$ cat config.mk
export PLATFORM = sky130hd
export DESIGN_NAME = axis_cfg_arbiter
export DESIGN_NICKNAME = d
export VERILOG_FILES = /design/src/rtl/axis_cfg_arbiter.sv
export SDC_FILE = /design/constraint.sdc
export NUM_CORES = 1
export LEC_CHECK = 0
export ABC_AREA = 0
export BUFFER_PORTS_ARGS = -buffer_cell sky130_fd_sc_hd__buf_2
export CAP_MARGIN = 20
export CORE_ASPECT_RATIO = 0.9
export CORE_MARGIN = 2
export CORE_UTILIZATION = 54
export CTS_CLUSTER_SIZE = 12
export DETAILED_ROUTE_END_ITERATION = 16
export GPL_TIMING_DRIVEN = 0
export HOLD_SLACK_MARGIN = 0.12
export PLACE_DENSITY = 0.84
export SETUP_SLACK_MARGIN = 0.05
export SLEW_MARGIN = 30
export SYNTH_ARGS = -nofsm -noshare
export SYNTH_HDL_FRONTEND = slang
export SYNTH_SLANG_ARGS = --single-unit
$ cat constraint.sdc
create_clock -name clk -period 8.21 [get_ports clk]
set_input_delay 0.821 -clock clk [delete_from_list [all_inputs] [get_ports clk]]
set_output_delay 0.821 -clock clk [all_outputs]
set_load 0.01 [all_outputs]
$ cat src/rtl/axis_cfg_arbiter.sv
// Round-robin arbiter that turns write/read transfer descriptors into fixed
// three-beat configuration sequences (engine select, base address, length)
// on the shared, non-back-pressured configuration port of the axis DMA block.
module axis_cfg_arbiter #(
  parameter int unsigned CFG_ID_WR  = 1,
  parameter int unsigned CFG_ID_RD  = 2,
  parameter int unsigned CFG_ADDR   = 23,
  parameter int unsigned CFG_DATA   = 24,
  parameter int unsigned CFG_AWIDTH = 5,
  parameter int unsigned CFG_DWIDTH = 32,
  parameter int unsigned CFG_GAP    = 2,
  parameter int unsigned DROP_WIDTH = 8
) (
  input  logic                  clk,
  input  logic                  rst,
  input  logic                  wr_req_valid,
  input  logic [CFG_DWIDTH-1:0] wr_req_addr,
  input  logic [CFG_DWIDTH-1:0] wr_req_len,
  output logic                  wr_req_ready,
  input  logic                  rd_req_valid,
  input  logic [CFG_DWIDTH-1:0] rd_req_addr,
  input  logic [CFG_DWIDTH-1:0] rd_req_len,
  output logic                  rd_req_ready,
  output logic [CFG_AWIDTH-1:0] cfg_addr,
  output logic [CFG_DWIDTH-1:0] cfg_data,
  output logic                  cfg_valid,
  output logic                  busy,
  output logic [DROP_WIDTH-1:0] drop_count
);

  localparam logic [CFG_AWIDTH-1:0] IdWr    = CFG_AWIDTH'(CFG_ID_WR);
  localparam logic [CFG_AWIDTH-1:0] IdRd    = CFG_AWIDTH'(CFG_ID_RD);
  localparam logic [CFG_AWIDTH-1:0] RegAddr = CFG_AWIDTH'(CFG_ADDR);
  localparam logic [CFG_AWIDTH-1:0] RegLen  = CFG_AWIDTH'(CFG_DATA);
  localparam logic [3:0]            GapInit = 4'(CFG_GAP);

  typedef enum logic [2:0] {StIdle, StSel, StAddr, StLen, StGap} state_e;

  state_e                  state_q, state_d;
  // Last granted requester; 1 = write. Also serves as the captured engine id.
  logic                    last_wr_q, last_wr_d;
  logic [CFG_DWIDTH-1:0]   addr_q, addr_d;
  logic [CFG_DWIDTH-1:0]   len_q, len_d;
  logic [3:0]              gap_q, gap_d;
  logic [DROP_WIDTH-1:0]   drop_q, drop_d;
  logic                    cfg_valid_q, cfg_valid_d;
  logic [CFG_AWIDTH-1:0]   cfg_addr_q, cfg_addr_d;
  logic [CFG_DWIDTH-1:0]   cfg_data_q, cfg_data_d;

  logic                    idle, grant_wr, grant_rd, hs_wr, hs_rd;
  logic [CFG_DWIDTH-1:0]   hs_len;

  // Round-robin grant: a lone requester wins, otherwise the one not served last.
  always_comb begin
    idle     = (state_q == StIdle);
    grant_wr = wr_req_valid & (~rd_req_valid | ~last_wr_q);
    grant_rd = rd_req_valid & (~wr_req_valid | last_wr_q);
    hs_wr    = wr_req_valid & idle & grant_wr;
    hs_rd    = rd_req_valid & idle & grant_rd;
    hs_len   = hs_wr ? wr_req_len : rd_req_len;
  end

  assign wr_req_ready = idle & grant_wr;
  assign rd_req_ready = idle & grant_rd;

  // Next state; the cfg outputs are precomputed here so that each beat appears
  // in the same cycle as the state that names it.
  always_comb begin
    state_d     = state_q;
    last_wr_d   = last_wr_q;
    addr_d      = addr_q;
    len_d       = len_q;
    gap_d       = gap_q;
    drop_d      = drop_q;
    cfg_valid_d = 1'b0;
    cfg_addr_d  = '0;
    cfg_data_d  = '0;
    unique case (state_q)
      StIdle: begin
        if (hs_wr || hs_rd) begin
          last_wr_d = hs_wr;
          addr_d    = hs_wr ? wr_req_addr : rd_req_addr;
          len_d     = hs_len;
          if (hs_len != '0) begin
            state_d     = StSel;
            cfg_valid_d = 1'b1;
            cfg_addr_d  = hs_wr ? IdWr : IdRd;
          end else if (drop_q != '1) begin
            drop_d = drop_q + 1'b1;
          end
        end
      end
      StSel: begin
        state_d     = StAddr;
        cfg_valid_d = 1'b1;
        cfg_addr_d  = RegAddr;
        cfg_data_d  = addr_q;
      end
      StAddr: begin
        state_d     = StLen;
        cfg_valid_d = 1'b1;
        cfg_addr_d  = RegLen;
        cfg_data_d  = len_q;
      end
      StLen: begin
        if (GapInit == 4'd0) begin
          state_d = StIdle;
        end else begin
          state_d = StGap;
          gap_d   = GapInit;
        end
      end
      StGap: begin
        if (gap_q <= 4'd1) begin
          state_d = StIdle;
        end else begin
          gap_d = gap_q - 4'd1;
        end
      end
      default: state_d = StIdle;
    endcase
  end

  // State and registered outputs; reset abandons any sequence in flight.
  always_ff @(posedge clk or posedge rst) begin
    if (rst) begin
      state_q     <= StIdle;
      last_wr_q   <= 1'b0;
      addr_q      <= '0;
      len_q       <= '0;
      gap_q       <= '0;
      drop_q      <= '0;
      cfg_valid_q <= 1'b0;
      cfg_addr_q  <= '0;
      cfg_data_q  <= '0;
    end else begin
      state_q     <= state_d;
      last_wr_q   <= last_wr_d;
      addr_q      <= addr_d;
      len_q       <= len_d;
      gap_q       <= gap_d;
      drop_q      <= drop_d;
      cfg_valid_q <= cfg_valid_d;
      cfg_addr_q  <= cfg_addr_d;
      cfg_data_q  <= cfg_data_d;
    end
  end

  assign cfg_valid  = cfg_valid_q;
  assign cfg_addr   = cfg_addr_q;
  assign cfg_data   = cfg_data_q;
  assign busy       = (state_q != StIdle);
  assign drop_count = drop_q;

endmodule

==> results of run 1 <==
worst register-to-register path, cell delays in order, from the launching register on:
cell      delay [ns]
dfrtp_1         0.47
nor3_4          0.31
inv_1           0.09
nor2_1          0.37
clkbuf_1        0.50
nor2_1          0.10
a31oi_1         0.21
layout make-up:
| cell class | count | share of cell area |
|---|---|---|
| sequential | 118 | 0.435 |
| buffer | 33 | 0.0188 |
| timing repair buffer | 181 | 0.137 |
| multi-input combinational | 370 | 0.293 |
| clock inverter | 13 | 0.0258 |
| tap | 122 | 0.0225 |
| inverter | 11 | 0.00718 |
| clock buffer | 19 | 0.0621 |
per-stage QoR:
| stage | area [sq um] | hold slack [ns] | total power [mW] | std cells |
|---|---|---|---|---|
| final | 6800 | 0.311 | 2.68 | 867 |
| after global routing | 6800 | 0.341 | 2.83 | 867 |
| after CTS | 6800 | 0.323 | 2.67 | 867 |
| after detailed placement | 6200 | 0.479 | 1.91 | 835 |
| after global placement | 6160 | 0.475 | 1.87 | 834 |
| after floorplan | 5110 | 0.460 | 1.57 | 532 |
state kept, by name (all words and copies together), names as in the netlist, 3 cells and up:
register	flops
drop_count	8
state_q	3
gap_q	4
cfg_addr	5
cfg_data	32
addr_q	32
len_q	32
path summary, 6_finish.rpt:
| check | endpoint | slack [ns] | cells past startpoint |
|---|---|---|---|
| worst max-delay path | rd_req_ready | 5.05 | 5 |
| worst min-delay path | len_q[3] | 0.31 | 2 |
| worst max register to register | len_q[4] | 6.06 | 6 |
| worst min register to register | cfg_data[22] | 0.49 | 1 |
| max in group asynchronous | cfg_data[21] | 7.26 | 3 |
| min in group clk | cfg_data[22] | 0.49 | 1 |
synthesized netlist by cell type, types with 5 or more instances:
master	n
nand2_1	134
a22o_1	32
nor4_1	17
inv_1	9
dfrtp_1	118
a31oi_1	64
nor2_1	76
xnor2_1	5
nor3_2	5
clkbuf_1	27
metal layers:
| layer | global-route usage | vias to the layer above | part of all wire | routed length (um) |
|---|---|---|---|---|
| met4 | 0.118 | 0 | 0.023 | 366 |
| li1 | - | 2257 | - | - |
| met1 | 0.439 | 2421 | 0.39 | 6310 |
| met3 | 0.0623 | 40 | 0.12 | 1920 |
| met5 | 0 | - | 0 | 0 |
| met2 | 0.526 | 396 | 0.47 | 7610 |
cell families after synthesis:
kind of cell,synth area share
XOR/XNOR,0.0154
multiplexers,0.00220
adder cells (fa/ha/maj),0.00735
flip-flops,0.578
buffers and inverters,0.0331
AO/OA/AOI/OAI,0.148
AND/OR/NAND/NOR,0.216
report_power, final:
part	switching, mW	leakage (nW)	internal [mW]
logic	0.582	1.68	0.372
registers	0.144	1.43	0.840
clock network	0.277	0.283	0.467
cells in the final DEF (no fill, tap or decap), types with 5 or more instances in the layout:
| cell type | Yosys | layout |
|---|---|---|
| dfrtp_1 | 118 | 118 |
| nor4_1 | 17 | 17 |
| nand2_1 | 134 | 134 |
| clkinv_4 | 0 | 6 |
| inv_1 | 9 | 8 |
| clkbuf_1 | 27 | 29 |
| a22o_1 | 32 | 32 |
| clkbuf_16 | 0 | 16 |
| nor3_2 | 5 | 5 |
| xnor2_1 | 5 | 5 |
| a31oi_1 | 64 | 64 |
| buf_2 | 3 | 183 |
| nor2_1 | 76 | 76 |
==> results.cfg, run 1 <==
[clocking]
cts_tree = done
cts_resized = 0
clk_pin_slew_ns = 0.06
htreeDepth = 4
root_buffer = clkbuf_8
insertion_delay_ns = 0.51
clock_sinks = 118
cts_buffers = 17
post-cts-setup-buffers = 0
cts.path.max_buffers = 2
cts_hold_buf = 0

[critical_path]
worst-setup-path-type = flip-flop to primary output
worstReg2RegStart = state_q[1]
cpPeakStageDelay_ns = 0.47
crit_path_top_delay_cell = dfrtp_1
cp.arrival_ns = 2.34
endpoint_kind = primary output
crit_family = buffers and inverters
crit_buf_inv = 3
crit_chain = nor3_4 > nand3_1 > inv_2 > clkbuf_1 > buf_2
startpoint = state_q[1]
setup.worst_path.start_class = flip-flop
critPathRequiredTime_ns = 7.39
crit_fanout = 10

[detailed_routing]
routed-via-count = 5114
viasPerCell = 5.90
route.antenna.remaining_nets = 0
wirelength_mm = 16.2
drc = 0
wire_per_inst_um = 18.7
first_iter_violations = 476
drt_pass1_iterations = 6

[pwr]
p_leak_nw = 3.39
ir_drop_v = 0.000175
p_per_area_nw_per_um2 = 395

[sta]
finalSetupViolations = 0
slew_headroom = 0.478
hold_violations = 0
period_share = 0.385
fin_ws_ns = 5.05
grt_setup_unrepaired = no
fin_skew_ns = 0.00849
period_needed_ns = 3.16
slew_viol_final = 0
worstMarginPinSlew_ns = 0.780
max_freq_ghz = 0.316
fin_tns_setup_ns = 0

[floorplan]
io_pins = 181
die-area_sq_um = 10300
die_y_um = 96.3
initial_core_util = 0.557
die_w_um = 107
core-area_sq_um = 9170
rows = 33

[global_route]
globalRouteOverflowTotal = 0
grt_pass1_wl_mm = 24.7
grt_max_degree = 68
grtUsageTotal = 0.323
antenna_found_initial = 0
grt_pass1_vias = 4896

[logic_synthesis]
yosysWarnings = 0
synth_area_leader_cell = dfrtp_1
avgSynthCellArea_sq_um = 9.61
synth_seq_cells = 118
syn_nets = 667
yosysUniqueCellTypes = 34
synth.area.top_cells = dfrtp_1, nand2_1, a31oi_1
syn_area_sq_um = 5110
ys_seq_area_frac = 0.578
synthCells = 532
ys.flop_type = dfrtp_1
synth_edf_count = 0
synth_top_area_frac = 0.578
synthArstFlopShare = 1.00

[run_status]
status = complete, no violations

[layout]
multi_input_area_sq_um = 1990
seqCellArea_sq_um = 2950
area_growth_pct = 33.0
layout-drive-gt1-share = 0.311
num_antenna_cells = 0
utilization = 0.741
fillCellCount = 664
fin_nets = 867

[placed_design]
dp_hpwl_mm = 11.5
pre_cts_slack_ns = 5.34
place.port_buffers = 180
place.gp.congestion = 0.919

[hold_path]
hp-class = input pin to async pin

[job]
drv_cap = 0
No activity file was read; power rests on OpenSTA's default activity.
==> inputs of run 2 (changes only) <==
--- a/config.mk
+++ b/config.mk
@@ -10,12 +10,12 @@
 export CAP_MARGIN = 20
 export CORE_ASPECT_RATIO = 0.9
 export CORE_MARGIN = 2
-export CORE_UTILIZATION = 54
+export CORE_UTILIZATION = 45
 export CTS_CLUSTER_SIZE = 12
 export DETAILED_ROUTE_END_ITERATION = 16
 export GPL_TIMING_DRIVEN = 0
 export HOLD_SLACK_MARGIN = 0.12
-export PLACE_DENSITY = 0.84
+export PLACE_DENSITY = 0.74
 export SETUP_SLACK_MARGIN = 0.05
 export SLEW_MARGIN = 30
 export SYNTH_ARGS = -nofsm -noshare
==> constraint.sdc (replaced) <==
create_clock -name clk -period 2.9 [get_ports clk]
set_input_delay 0.29 -clock clk [delete_from_list [all_inputs] [get_ports clk]]
set_output_delay 0.29 -clock clk [all_outputs]
set_load 0.01 [all_outputs]
==> run 2 against run 1 <==
Against the previous run:
- worst setup slack lost 4.7 ns
- first-iteration DRC count fell by 16%
- final area increased by 1.9%
- core utilization fell by 11 points
- combinational power grew to 2.8 times the previous value
- global-route usage decreased by 5.2 points
- critical endpoint unchanged
==> results.cfg, run 2 (same netlist as run 1, synthesis figures left out) <==
[sta]
fin_tns_setup_ns = 0
slew_headroom = 0.500
hold_violations = 0
whs_ns = 0.127
finalSetupViolations = 0
period_needed_ns = 2.51
fin_skew_ns = 0.00612
period_share = 0.865
slew_viol_final = 0
max_freq_ghz = 0.399
worstMarginPinSlew_ns = 0.738
grt_setup_unrepaired = no

[floorplan]
io_pins = 181
rows = 36
die_w_um = 116
initial_core_util = 0.467
core-area_sq_um = 10900
die-area_sq_um = 12200
die_y_um = 105

[pwr]
p_int_mw = 4.71
swShare = 0.375
p_total_mw = 7.53
switching_power_mw = 2.82
pwr-share-comb = 0.356
clkPwrFrac = 0.275
p_leak_nw = 3.43
ir_drop_v = 0.000541
seq_power_share = 0.369
p_per_area_nw_per_um2 = 1090

[global_route]
grt_pass1_wl_mm = 24.7
grtUsageTotal = 0.271
grt_max_degree = 29
globalRouteOverflowTotal = 0
antenna_found_initial = 0
grt_pass1_vias = 4949

[critical_path]
worst-setup-path-type = flip-flop to primary output
r2r_setup_slack_ns = 0.78
crit_path_top_delay_cell = dfrtp_1
setup.worst_path.start_class = flip-flop
r2r.worst_path.cells = 7
worst_r2r_endpoint = addr_q[3]
endpoint_kind = primary output
crit_fanout = 10
crit_chain = nor3_4 > nand3_1 > inv_2 > clkbuf_1 > buf_2
worstReg2RegStart = state_q[1]
critPathRequiredTime_ns = 2.61
cp.arrival_ns = 2.22
startpoint = state_q[1]
cpPeakStageDelay_ns = 0.45

[layout]
num_antenna_cells = 0
fillCellCount = 910
utilization = 0.633
layout_common_cells = buf_2, nand2_1, dfrtp_1
layout-drive-gt1-share = 0.313
multi_input_area_sq_um = 1990
area_growth_pct = 35.5
layout_commonest_cell = buf_2
seqCellArea_sq_um = 2950
fin_nets = 875

[clocking]
insertion_delay_ns = 0.42
post-cts-setup-buffers = 0
cts.path.max_buffers = 2
clock_sinks = 118
htreeDepth = 4
root_buffer = clkbuf_16
clk_pin_slew_ns = 0.06
cts_tree = done
cts_buffers = 17

[placed_design]
dp_hpwl_mm = 11.9
place.port_buffers = 180
place.gp.congestion = 0.923

[job]
drv_cap = 0

[detailed_routing]
first_iter_violations = 402
route.antenna.remaining_nets = 0
drc = 0
wirelength_mm = 16.2
drt_pass1_iterations = 6
routed-via-count = 5002
wire_per_inst_um = 18.0
viasPerCell = 5.53

[hold_path]
hp-class = input pin to flip-flop
worstHoldStart = rd_req_addr[18]
hold_depth = 3
hold_end = addr_q[18]

[run_status]
status = complete, no violations
run 2: metrics by stage:
step / cell area (sq um) / setup slack (ns) / instances
3_3_place_gp: 6200 / 0.419 / 864
3_5_place_dp: 6290 / 0.808 / 868
6_report: 6920 / 0.392 / 905
5_1_grt: 6920 / 0.267 / 905
4_1_cts: 6920 / 0.418 / 905
2_1_floorplan: 5110 / 1.11 / 532
run 2: area by class of cell:
| type | instances | area share |
|---|---|---|
| repair buffers | 189 | 0.150 |
| inverters | 11 | 0.00651 |
| clock inverters | 14 | 0.0220 |
| multi-input cells | 370 | 0.287 |
| well taps | 152 | 0.0275 |
| plain buffers | 33 | 0.0184 |
| flip-flops and latches | 118 | 0.426 |
| clock buffers | 18 | 0.0620 |
run 2: repair_timing:
item,in CTS,in global routing
resized for setup,0,0
hold endpoints to repair,20,0
hold buffers,5,0
run 2: worst max path at each step:
stage / to / slack, ns / depth (start not counted)
final: rd_req_ready / 0.39 / 5
after global routing: rd_req_ready / 0.27 / 5
after CTS: rd_req_ready / 0.42 / 5
after detailed placement: addr_q[3] / 0.81 / 7
after global placement: addr_q[18] / 0.42 / 2
after floorplan: drop_count[1] / 1.11 / 6
run 2: routing by layer:
metal,vias to the layer above,part of all wire,GRT usage,wire length (um)
met4,0,0.019,0.0927,303
met1,2381,0.40,0.360,6530
li1,2262,-,-,-
met5,-,0,0,0
met3,29,0.11,0.0673,1720
met2,330,0.47,0.433,7690
run 2: critical path: cells and delay by family, from the launching register on:
family,cells,cell delay (ns)
buf+inv,3,0.78
simple gates,2,0.57
flops,1,0.45
run 2: power groups by stage:
| stage | clock (mW) | sequential [mW] | combinational, mW |
|---|---|---|---|
| 6_report | 2.07 | 2.78 | 2.68 |
| 5_1_grt | 2.16 | 2.85 | 2.96 |
| 4_1_cts | 2.08 | 2.77 | 2.68 |
| 3_5_place_dp | 0 | 2.79 | 2.64 |
| 3_3_place_gp | 0 | 2.77 | 2.54 |
| 2_1_floorplan | 0 | 2.77 | 1.67 |
